$ cat config.mk
export PLATFORM = sky130hd
export DESIGN_NAME = threshold_event_detector
export DESIGN_NICKNAME = d
export VERILOG_FILES = /design/src/rtl/threshold_event_detector.sv
export SDC_FILE = /design/constraint.sdc
export NUM_CORES = 1
export LEC_CHECK = 0
export ABC_AREA = 1
export CAP_MARGIN = 20
export CELL_PAD_IN_SITES_DETAIL_PLACEMENT = 1
export CELL_PAD_IN_SITES_GLOBAL_PLACEMENT = 2
export CORE_MARGIN = 2
export CORE_UTILIZATION = 31
export CTS_BUF_LIST = sky130_fd_sc_hd__clkbuf_8
export CTS_CLUSTER_SIZE = 20
export DETAILED_ROUTE_END_ITERATION = 10
export GPL_ROUTABILITY_DRIVEN = 0
export PLACE_DENSITY = 0.87
export SLEW_MARGIN = 20
export SYNTH_ARGS = -nofsm -noshare
export SYNTH_HDL_FRONTEND = slang
export SYNTH_SLANG_ARGS = --single-unit
$ cat constraint.sdc
create_clock -name clk -period 3.7 [get_ports clk]
set_clock_uncertainty 0.15 [all_clocks]
set_input_delay 0.74 -clock clk [delete_from_list [all_inputs] [get_ports clk]]
set_output_delay 0.74 -clock clk [all_outputs]
set_load 0.01 [all_outputs]
$ cat src/rtl/threshold_event_detector.sv
// Hysteresis threshold pulse detector emitting one-cycle event records (start, peak, width).
// Optional event counter output enabled by defining THRESHOLD_EVENT_COUNT_EN.
module threshold_event_detector #(
   parameter int DATA_WIDTH      = 22,
   parameter int WIDTH_WIDTH     = 16,
   parameter int TIMESTAMP_WIDTH = 32
) (
   input  logic                               clk,
   input  logic                               rst_active_high,
   input  logic signed [DATA_WIDTH-1:0]       data_in,
   input  logic                               data_valid,
   input  logic                               enable,
   input  logic signed [DATA_WIDTH-1:0]       threshold_high,
   input  logic signed [DATA_WIDTH-1:0]       threshold_low,
   input  logic        [WIDTH_WIDTH-1:0]      holdoff_samples,
   input  logic        [WIDTH_WIDTH-1:0]      min_width,
   output logic                               event_valid,
   output logic        [TIMESTAMP_WIDTH-1:0]  event_timestamp,
   output logic signed [DATA_WIDTH-1:0]       event_peak,
   output logic        [WIDTH_WIDTH-1:0]      event_width,
   output logic        [1:0]                  state_out
`ifdef THRESHOLD_EVENT_COUNT_EN
   ,
   output logic        [TIMESTAMP_WIDTH-1:0]  event_count
`endif
);

   typedef enum logic [1:0] {
      IDLE    = 2'd0,
      ARMED   = 2'd1,
      ABOVE   = 2'd2,
      HOLDOFF = 2'd3
   } state_t;

   state_t                              state_q, state_d;
   logic        [TIMESTAMP_WIDTH-1:0]   ts_q, ts_d;
   logic        [TIMESTAMP_WIDTH-1:0]   start_ts_q, start_ts_d;
   logic signed [DATA_WIDTH-1:0]        peak_q, peak_d;
   logic        [WIDTH_WIDTH-1:0]       width_q, width_d;
   logic        [WIDTH_WIDTH-1:0]       hold_q, hold_d;
   logic                                ev_valid_q, ev_valid_d;
   logic        [TIMESTAMP_WIDTH-1:0]   ev_ts_q, ev_ts_d;
   logic signed [DATA_WIDTH-1:0]        ev_peak_q, ev_peak_d;
   logic        [WIDTH_WIDTH-1:0]       ev_width_q, ev_width_d;
`ifdef THRESHOLD_EVENT_COUNT_EN
   logic        [TIMESTAMP_WIDTH-1:0]   cnt_q, cnt_d;
`endif

   always_comb begin
      state_d    = state_q;
      ts_d       = ts_q;
      start_ts_d = start_ts_q;
      peak_d     = peak_q;
      width_d    = width_q;
      hold_d     = hold_q;
      ev_valid_d = 1'b0;
      ev_ts_d    = ev_ts_q;
      ev_peak_d  = ev_peak_q;
      ev_width_d = ev_width_q;
`ifdef THRESHOLD_EVENT_COUNT_EN
      cnt_d      = cnt_q;
`endif

      if (state_q != IDLE && data_valid) begin
         ts_d = ts_q + 1'b1;
      end

      // Disarming wins over everything, including a terminating sample on the same edge.
      if (!enable) begin
         state_d = IDLE;
      end else begin
         case (state_q)
            IDLE: begin
               state_d = ARMED;
               ts_d    = '0;
`ifdef THRESHOLD_EVENT_COUNT_EN
               cnt_d   = '0;
`endif
            end
            ARMED: begin
               if (data_valid && data_in >= threshold_high) begin
                  state_d    = ABOVE;
                  start_ts_d = ts_q;
                  width_d    = WIDTH_WIDTH'(1);
                  peak_d     = data_in;
               end
            end
            ABOVE: begin
               if (data_valid) begin
                  if (data_in > threshold_low) begin
                     if (width_q != '1) begin
                        width_d = width_q + 1'b1;
                     end
                     if (data_in > peak_q) begin
                        peak_d = data_in;
                     end
                  end else if (width_q >= min_width) begin
                     ev_valid_d = 1'b1;
                     ev_ts_d    = start_ts_q;
                     ev_peak_d  = peak_q;
                     ev_width_d = width_q;
`ifdef THRESHOLD_EVENT_COUNT_EN
                     cnt_d      = cnt_q + 1'b1;
`endif
                     hold_d     = '0;
                     state_d    = (holdoff_samples != '0) ? HOLDOFF : ARMED;
                  end else begin
                     state_d = ARMED;
                  end
               end
            end
            HOLDOFF: begin
               if (data_valid) begin
                  if (({1'b0, hold_q} + 1'b1) >= {1'b0, holdoff_samples}) begin
                     state_d = ARMED;
                  end else begin
                     hold_d = hold_q + 1'b1;
                  end
               end
            end
            default: state_d = IDLE;
         endcase
      end
   end

   always_ff @(posedge clk) begin
      if (rst_active_high) begin
         state_q    <= IDLE;
         ts_q       <= '0;
         start_ts_q <= '0;
         peak_q     <= '0;
         width_q    <= '0;
         hold_q     <= '0;
         ev_valid_q <= 1'b0;
         ev_ts_q    <= '0;
         ev_peak_q  <= '0;
         ev_width_q <= '0;
`ifdef THRESHOLD_EVENT_COUNT_EN
         cnt_q      <= '0;
`endif
      end else begin
         state_q    <= state_d;
         ts_q       <= ts_d;
         start_ts_q <= start_ts_d;
         peak_q     <= peak_d;
         width_q    <= width_d;
         hold_q     <= hold_d;
         ev_valid_q <= ev_valid_d;
         ev_ts_q    <= ev_ts_d;
         ev_peak_q  <= ev_peak_d;
         ev_width_q <= ev_width_d;
`ifdef THRESHOLD_EVENT_COUNT_EN
         cnt_q      <= cnt_d;
`endif
      end
   end

   assign event_valid     = ev_valid_q;
   assign event_timestamp = ev_ts_q;
   assign event_peak      = ev_peak_q;
   assign event_width     = ev_width_q;
   assign state_out       = state_q;
`ifdef THRESHOLD_EVENT_COUNT_EN
   assign event_count     = cnt_q;
`endif

endmodule

==> results.cfg <==
[critical_path]
worstSetupPathType = register to register
r2r_start = hold_q[0]$_SDFFE_PP0P_
worstReg2RegEnd = hold_q[4]$_SDFFE_PP0P_
worstPathCellList = ha_2 > nand2_1 > nor2_4 > nand4_1 > nor2_4 > nand3_2 > nor2_2 > xor2_2 > ha_1 > nand2_1 > inv_1 > nand4_1 > o21ai_0 > nor2_2 > nand2_1 > nand2_2 > nand4_4 > clkbuf_16 > nand2_1 > nand2_1 > nor2_1
r2r_cells = 21
crit_top_cell = nand2_1
r2r_setup_slack_ps = 320
cp_slowest_cell = dfxtp_2
cp_data_arrival_time_ps = 3660
cp_data_required_time_ps = 3980
cp-start-kind = register
cpPeakStageDelay_ps = 360
crit_fanout = 14
end_kind = register

[floorplanning]
num_rows = 69
io_pins = 175
initial_core_util_pct = 31.7
dieHeight_um = 195
dieArea_mm2 = 0.0381
core_mm2 = 0.0357
die_x_um = 195

[final_layout]
drive_gt1_share_pct = 6.42
layout.nets = 2066
syn_to_final_growth_pct = 25.6
final_core_util_pct = 39.8

[synthesis]
synthCells = 1684
synth.largest_area_cell = dfxtp_1
synth_cell_types = 37
netlist_top_cells_area = dfxtp_1 (34%), nand2_1 (13%), ha_1 (12%)
synth.most_common_cell = nand2_1
syn-num-nets = 1892
synth.cells.most_frequent = nand2_1 (379), inv_1 (260), nor2_1 (241), dfxtp_1 (191), a21oi_1 (131)
synth.avg_cell_area_um2 = 6.72
synthArstFlopShare_pct = 0
netlist_area_mm2 = 0.0113
ys_warn_count = 0
synth-main-ff-cell = dfxtp_1
synth_top_cell_area_share_pct = 33.8
ys_seq_elements = 191
seq_area_frac_synth_pct = 33.8
synth_edf_count = 0

[clock_network]
numCtsBuffers = 17
cts_buffer_depth = 2
cts_tree = built
cts_max_level = 4
holdBufCountCts = 0
cts-root-buf = clkbuf_8
clkLatencyLatePin_ps = 500
clk_pin_slew_ps = 100
cts.sinks = 191

[timing]
slew_headroom_pct = 38.6
tightestPinTransition_ps = 922
final-max-slew-violation-count = 0
fmax_mhz = 296
min_period_ps = 3380
hold_violations = 0
hold_ws_ps = 316
setup_viol = 0
finalSetupTns_ps = 0
finalCritPeriodShare_pct = 91.4

[min_path]
hold_end = event_peak[7]$_SDFFE_PP0P_
holdCritPathClass = register to register
min_path_cells = 2
min_from = event_peak[7]$_SDFFE_PP0P_

[placement]
dp_hpwl_um = 26900
port_buffers = 174

[drt]
ant_nets = 0
wirelength_um = 35000
wl_per_cell_um = 15.0
vias_per_cell = 4.73
dr_total_vias = 11000
drc_errors = 0
drt_iter0_drc = 412
drt_pass1_iterations = 4

[power]
power.density_mw_per_mm2 = 301
vdd_drop_max_mv = 0.202
finalPower_uw = 4280
leakage_uw = 0.00633

[global_route]
gr-total-overflow = 0
gr-usage-all-layers_pct = 18.5
grt_pass1_vias = 11500
grt_max_degree = 85
grt_pass1_wl_um = 57400
grt_antenna_before_repair = 0

[run_status]
status = finished clean

[run]
drv_cap = 0
-- metrics by stage --
| step | worst slack (ps) | std cells | instance area [um2] |
|---|---|---|---|
| CTS | 75.3 | 2326 | 14100 |
| finish | 318 | 2332 | 14200 |
| floorplan | 472 | 1684 | 11300 |
| global route | -57.5 | 2331 | 14200 |
| global placement | 151 | 2295 | 13700 |
| detailed placement | 93.2 | 2295 | 13700 |
-- cell families (layout without fill, tap and decap cells) --
| logic type | after synthesis | count (layout) | share of synthesized area [%] |
|---|---|---|---|
| AO/OA/AOI/OAI | 185 | 185 | 8.39 |
| XOR/XNOR | 36 | 36 | 2.78 |
| adder cells (fa/ha/maj) | 106 | 106 | 11.7 |
| buffers and inverters | 328 | 514 | 11.6 |
| flip-flops | 191 | 191 | 33.8 |
| other | 0 | 1 | 0 |
| AND/OR/NAND/NOR | 838 | 838 | 31.8 |
-- how the worst max path moves through the flow --
stage	slack, ps	depth (start not counted)	startpoint	to
floorplan	470	24	hold_q[0]$_SDFFE_PP0P_	hold_q[15]$_SDFFE_PP0P_
global placement	150	17	data_in[9]	width_q[8]$_SDFFE_PP0P_
detailed placement	90	18	threshold_low[21]	width_q[8]$_SDFFE_PP0P_
CTS	80	21	hold_q[0]$_SDFFE_PP0P_	hold_q[13]$_SDFFE_PP0P_
global route	-60	25	hold_q[0]$_SDFFE_PP0P_	hold_q[12]$_SDFFE_PP0P_
finish	320	21	hold_q[0]$_SDFFE_PP0P_	hold_q[4]$_SDFFE_PP0P_
-- what timing repair did --
item / CTS / global route
endpoints found under the setup margin: 0 / 18
resized for setup: 0 / 19
buffers inserted: 0 / 3
-- layer usage --
metal  part of all wire [%]  vias up  GRT usage, %
met1                     46     5234          22.2
met4                   0.72        0          3.56
met2                     51       97          34.8
li1                       -     5677             -
met5                      0        -             0
met3                    2.3       13          2.82
-- registers in the layout, indices dropped and copies added (netlist names), 2 cells and up --
| signal | count |
|---|---|
| state_out | 2 |
| start_ts_q | 32 |
| event_peak | 22 |
| event_timestamp | 32 |
| peak_q | 22 |
| event_width | 16 |
| hold_q | 16 |
| width_q | 16 |
| ts_q | 32 |
-- power breakdown --
part	switching, uW	internal (uW)
logic	451	323
registers	56.8	2110
clock network	836	507
-- placed cells by master (no fill, tap or decap), types with 26 or more instances in the layout --
master           synthesis  layout
nor2_1                 241     236
buf_4                    5      38
nand2_1                379     377
nand3_1                112     110
clkdlybuf4s50_1          0     173
inv_1                  260     259
ha_1                   106     105
nand4_1                 50      50
dfxtp_1                191     189
xor2_1                  29      26
o21ai_0                 47      47
a21oi_1                131     131
-- critical path: cells and delay by family, from the launching register on --
kind	cells	cell delay (ps)
and+or+nand+nor	15	1770
adders and majority gates	2	460
DFF	1	360
buffers and inverters	2	280
xor gates and xnor gates	1	220
AOI/OAI and AO/OA	1	90
-- final cells by class --
class | instances | area (um2)
clock inverters | 13 | 119
flip-flops and latches | 191 | 3830
clock buffers | 18 | 248
diodes | 1 | 2.50
inverters | 263 | 987
fillers | 4561 | 21500
multi-input cells | 1165 | 6270
well taps | 461 | 577
repair buffers | 220 | 2190
(Power assumes the default switching activity.)
==> RTL edit 1 (same settings) <==
Register the output `event_peak` once more, with the module's reset; this adds one clock of latency there. The other outputs are not delayed to match.
--- a/src/rtl/threshold_event_detector.sv
+++ b/src/rtl/threshold_event_detector.sv
@@ -159,3 +159,9 @@
    assign event_timestamp = ev_ts_q;
-   assign event_peak      = ev_peak_q;
+   always_ff @(posedge clk) begin
+      if (rst_active_high) begin
+         event_peak <= '0;
+      end else begin
+         event_peak <= ev_peak_q;
+      end
+   end
    assign event_width     = ev_width_q;
Check against the original RTL: not equivalent (a bounded check fails within 4 cycles, from zero or initial values and one cycle with rst_active_high high).
==> RTL edit 1 against the unedited design <==
- non-clock buffer count is 7 higher
- utilization increased by 0.43 points
- total power grew 30%
- worst setup slack got worse by 0.053 ns
- cell count is 5.9% higher
- clock power is 73% higher
- cell area up 8.5%
- first-iteration DRC count shrank 6.6%
- sequential cell count rose by 22
- synthesized area increased by 5.8%
- count of clock-buffer cells in the layout grew 35
- synthesized cell count increased by 2.4%
- wire length rose by 9.5%
- critical path type unchanged
- critical endpoint is now hold_q[5]$_SDFFE_PP0P_
- highest routed layer is now met5
==> RTL edit 1: results (changes against the unedited design) <==
Clocking
  – Insertion delay to the later sink of the worst-skew pair: 0.55 ns (+0.05 ns)
  – Cts bufs inserted: 39 (+22)
  – CTS H-tree depth: 2 (-2)
  – Clk buf depth: 3 (+1)
  – Clock slew at the register clock pins of the worst setup and hold paths: 0.06 ns (-0.04 ns)
  – Clock Root Buffer: clkbuf_8

Global routing
  – First-pass GRT wire length: 62,800 um (+9.5%)
  – Antenna violations before repair: 2 (+2)
  – Largest net degree at the start of global routing: 59 (-31%)
  – Congestion Overflow GR: 0 (unchanged)
  – Number of global-route vias before repair: 12,200 (+5.9%)
  – Total GRT Usage: 18.9% (+0.42 points)

Layout
  – Nets: 2,131 (+3.1%)
  – # diodes: 0 (-1)
  – Share of cells above drive strength 1: 8.91% (+2.5 points)

Detailed routing
  – Drt total wl: 38,300 um (+9.5%)
  – Via density: 4.71 (-0.28%)
  – DR pass1 iterations: 5 (+1)
  – Initial drt markers: 385 (-6.6%)

Place
  – I/O Buffers: 174 (unchanged)
  – HPWL Detailed: 28,800 um (+7.0%)
  – Dpl ws: -0.0480 ns (-0.141 ns)

Setup path
  – CP peak stage delay: 0.34 ns (-0.02 ns)
  – CP arrival: 3.73 ns (+0.07 ns)
  – Slowest CP cell: dfxtp_2
  – Crit-path max FO: 11 (-3)

Worst hold path
  – Hold Crit Class: register to register

Power
  – LEAKAGE: 7.16 nW (+13%)
  – Peak VDD IR: 0.176 mV (-13%)

Yosys
  – Most frequent cells after synthesis: nand2_1 (369), inv_1 (288), nor2_1 (229)
  – Warnings, synthesis: 0 (unchanged)
  – Synth top area cells: dfxtp_1 (36%), nand2_1 (12%), ha_1 (11%)
  – Unique masters post-synth: 44 (+19%)
  – Sequential area share after synthesis: 35.6% (+1.8 points)
  – Syn Nets: 1,932 (+2.1%)
  – Async S/R FF share, synth: 0% (unchanged)
  – Primary FF master, synth: dfxtp_1

Timing
  – Worst-Margin Slew: 0.745 ns (-0.177 ns)

Status
  – Status: completed
-- RTL edit 1: stage by stage --
step	TNS (ns)	total power, mW	instances	instance area (um^2)
after floorplan	0	2.93	1724	12000
after global routing	-0.348	5.87	2470	15400
after detailed placement	-1.52	3.29	2395	14500
after CTS	0	5.64	2465	15300
after global placement	0	3.25	2395	14500
final	0	5.56	2470	15400
-- RTL edit 1: logic make-up after synthesis --
family	synth area share [%]
buf+inv	12.0
fa+ha+maj	11.1
flops	35.6
xor+xnor	2.56
compound gates	8.05
simple gates	30.7
-- RTL edit 1: final timing paths --
path | startpoint | endpoint | slack [ns] | cells after the start
setup / recovery | hold_q[0]$_SDFFE_PP0P_ | hold_q[5]$_SDFFE_PP0P_ | 0.26 | 26
hold / removal | ev_peak_q[7]$_SDFFE_PP0P_ | event_peak[7]$_SDFF_PP0_ | 0.29 | 2
setup reg to reg | hold_q[0]$_SDFFE_PP0P_ | hold_q[5]$_SDFFE_PP0P_ | 0.26 | 26
hold reg to reg | ev_peak_q[7]$_SDFFE_PP0P_ | event_peak[7]$_SDFF_PP0_ | 0.29 | 2
-- RTL edit 1: metal layers --
metal / global-route usage (%) / vias up / wire length (um)
li1: - / 5891 / -
met3: 2.99 / 46 / 1360
met4: 3.81 / 4 / 512
met5: 0 / - / 23
met2: 33.5 / 163 / 18700
met1: 24.3 / 5536 / 17800
-- RTL edit 1: worst max-delay path: cells and delay by family (launching register included) --
family	cells	cell delay, ns
XOR/XNOR	1	0.20
adder cells (fa/ha/maj)	2	0.54
buffers and inverters	5	0.59
flip-flops	1	0.34
AND/OR/NAND/NOR	18	1.52
-- RTL edit 1: where the power goes --
| group | total [mW] | internal, mW | switching, mW |
|---|---|---|---|
| clock network | 2.32 | 1.28 | 1.04 |
| registers | 2.40 | 2.35 | 0.0535 |
| logic | 0.837 | 0.345 | 0.492 |
-- RTL edit 1: layout make-up --
cell class | instances | area [um^2]
clock inverter | 17 | 83.8
fill | 4890 | 22900
clock buffer | 53 | 729
inverter | 293 | 1100
timing repair buffer | 227 | 2260
tap | 518 | 648
sequential | 213 | 4270
multi-input combinational | 1149 | 6350
-- RTL edit 1: timing repair --
action                                  in CTS  in global routing
pin swaps                                    0                  8
hold endpoints to repair                     0                  0
gates resized for setup                      1                 19
setup buffers                                0                  4
endpoints found under the setup margin       5                 18
cloned                                       0                  1
==> RTL edit 2 (same flow settings) <==
Without the edit above. Set the parameter `DATA_WIDTH` to 44 (it was 22).
--- a/src/rtl/threshold_event_detector.sv
+++ b/src/rtl/threshold_event_detector.sv
@@ -3,3 +3,3 @@
 module threshold_event_detector #(
-   parameter int DATA_WIDTH      = 22,
+   parameter int DATA_WIDTH      = 44,
    parameter int WIDTH_WIDTH     = 16,
Interface: changed (resized data_in, event_peak, threshold_high and threshold_low); port bits go from 175 to 263. No check against the original RTL was run, so the function may have changed too.
==> RTL edit 2 against the unedited design <==
- synthesized area grew 29%
- first-iteration DRC count grew 27%
- cell area up 38%
- non-clock buffer count up 142
- critical path depth is 1 higher
- wire length rose by 42%
- total power up 51%
- worst setup slack lost 0.11 ns
- sequential cell count rose by 44
- combinational power grew 55%
- critical path type unchanged
- largest power group unchanged
==> RTL edit 2: results (changes against the unedited design) <==
Status
  – Status: completed

Yosys
  – Syn Nets: 2,481 (+31%)
  – Sequential area share after synthesis: 32.1% (-1.7 points)
  – Most frequent cells after synthesis: inv_1 (424), nand2_1 (340), nor2_1 (281)
  – Synth Instances: 2,141 (+27%)
  – Synth top area cells: dfxtp_1 (32%), ha_1 (15%), inv_1 (11%)
  – Unique masters post-synth: 48 (+30%)

Global routing
  – First-pass GRT wire length: 80,400 um (+40%)
  – Met1 GRT Util: 25.5% (+3.3 points)
  – Number of global-route vias before repair: 15,500 (+35%)
  – Largest net degree at the start of global routing: 63 (-26%)
  – Met3 Use GR: 2.82% (about the same)

Setup path
  – Reg2Reg Depth: 22 (+4.8%)
  – Critical path endpoint: hold_q[14]$_SDFFE_PP0P_
  – Crit-path max FO: 10 (-4)

Detailed routing
  – Initial drt markers: 525 (+27%)
  – Via density: 4.72 (-0.17%)
  – Wl on met1: 23,100 um (+44%)

Layout
  – Nets: 2,811 (+36%)
  – Finished Core Util: 42.1% (+2.3 points)
  – Clock network area share: 4.50% (+1.9 points)
  – Non-clock buffer share: 18.4% (+3.0 points)
  – Fraction of area in multi-input gates: 41.0% (-3.1 points)
  – Fillers: 5,878 (+29%)
  – Area of the multi-input gates: 0.00804 mm^2 (+28%)

Clocking
  – Cts bufs inserted: 45 (+28)
  – Clock slew at the register clock pins of the worst setup and hold paths: 0.06 ns (-0.04 ns)

Place
  – I/O Buffers: 262 (+51%)
  – DP Area: 0.0186 mm^2 (+36%)
  – HPWL Detailed: 38,900 um (+45%)

Worst hold path
  – Worst-case hold path end point: event_peak[25]$_SDFFE_PP0P_

Timing
  – Setup ws final: 0.209 ns (-0.109 ns)
  – Hold WS: 0.293 ns (-0.0222 ns)

Power
  – Peak VDD IR: 0.174 mV (-14%)
[RTL edit 2: changes by cell type in the layout (fill, tap and decap cells not counted), moves of 42 or more]
cell and change:
a21oi_1 +62, buf_4 +43, clkdlybuf4s50_1 +89, dfxtp_1 +42, ha_1 +66, inv_1 +175
nand2_1 -42, nand3_1 -49, o21ai_1 +61
[RTL edit 2: logic make-up after synthesis]
| family | after synthesis | synth area share [%] |
|---|---|---|
| simple gates | 828 | 24.6 |
| compound gates | 362 | 12.8 |
| flops | 235 | 32.1 |
| xor+xnor | 36 | 2.15 |
| fa+ha+maj | 172 | 14.7 |
| buf+inv | 508 | 13.7 |
[RTL edit 2: power breakdown]
group	internal (mW)	total (mW)	leakage (nW)	switching, mW
combinational	0.543	1.20	6.44	0.660
sequential	2.60	2.68	1.90	0.0759
clock	1.38	2.58	0.504	1.20
total	4.53	6.47	8.85	1.94
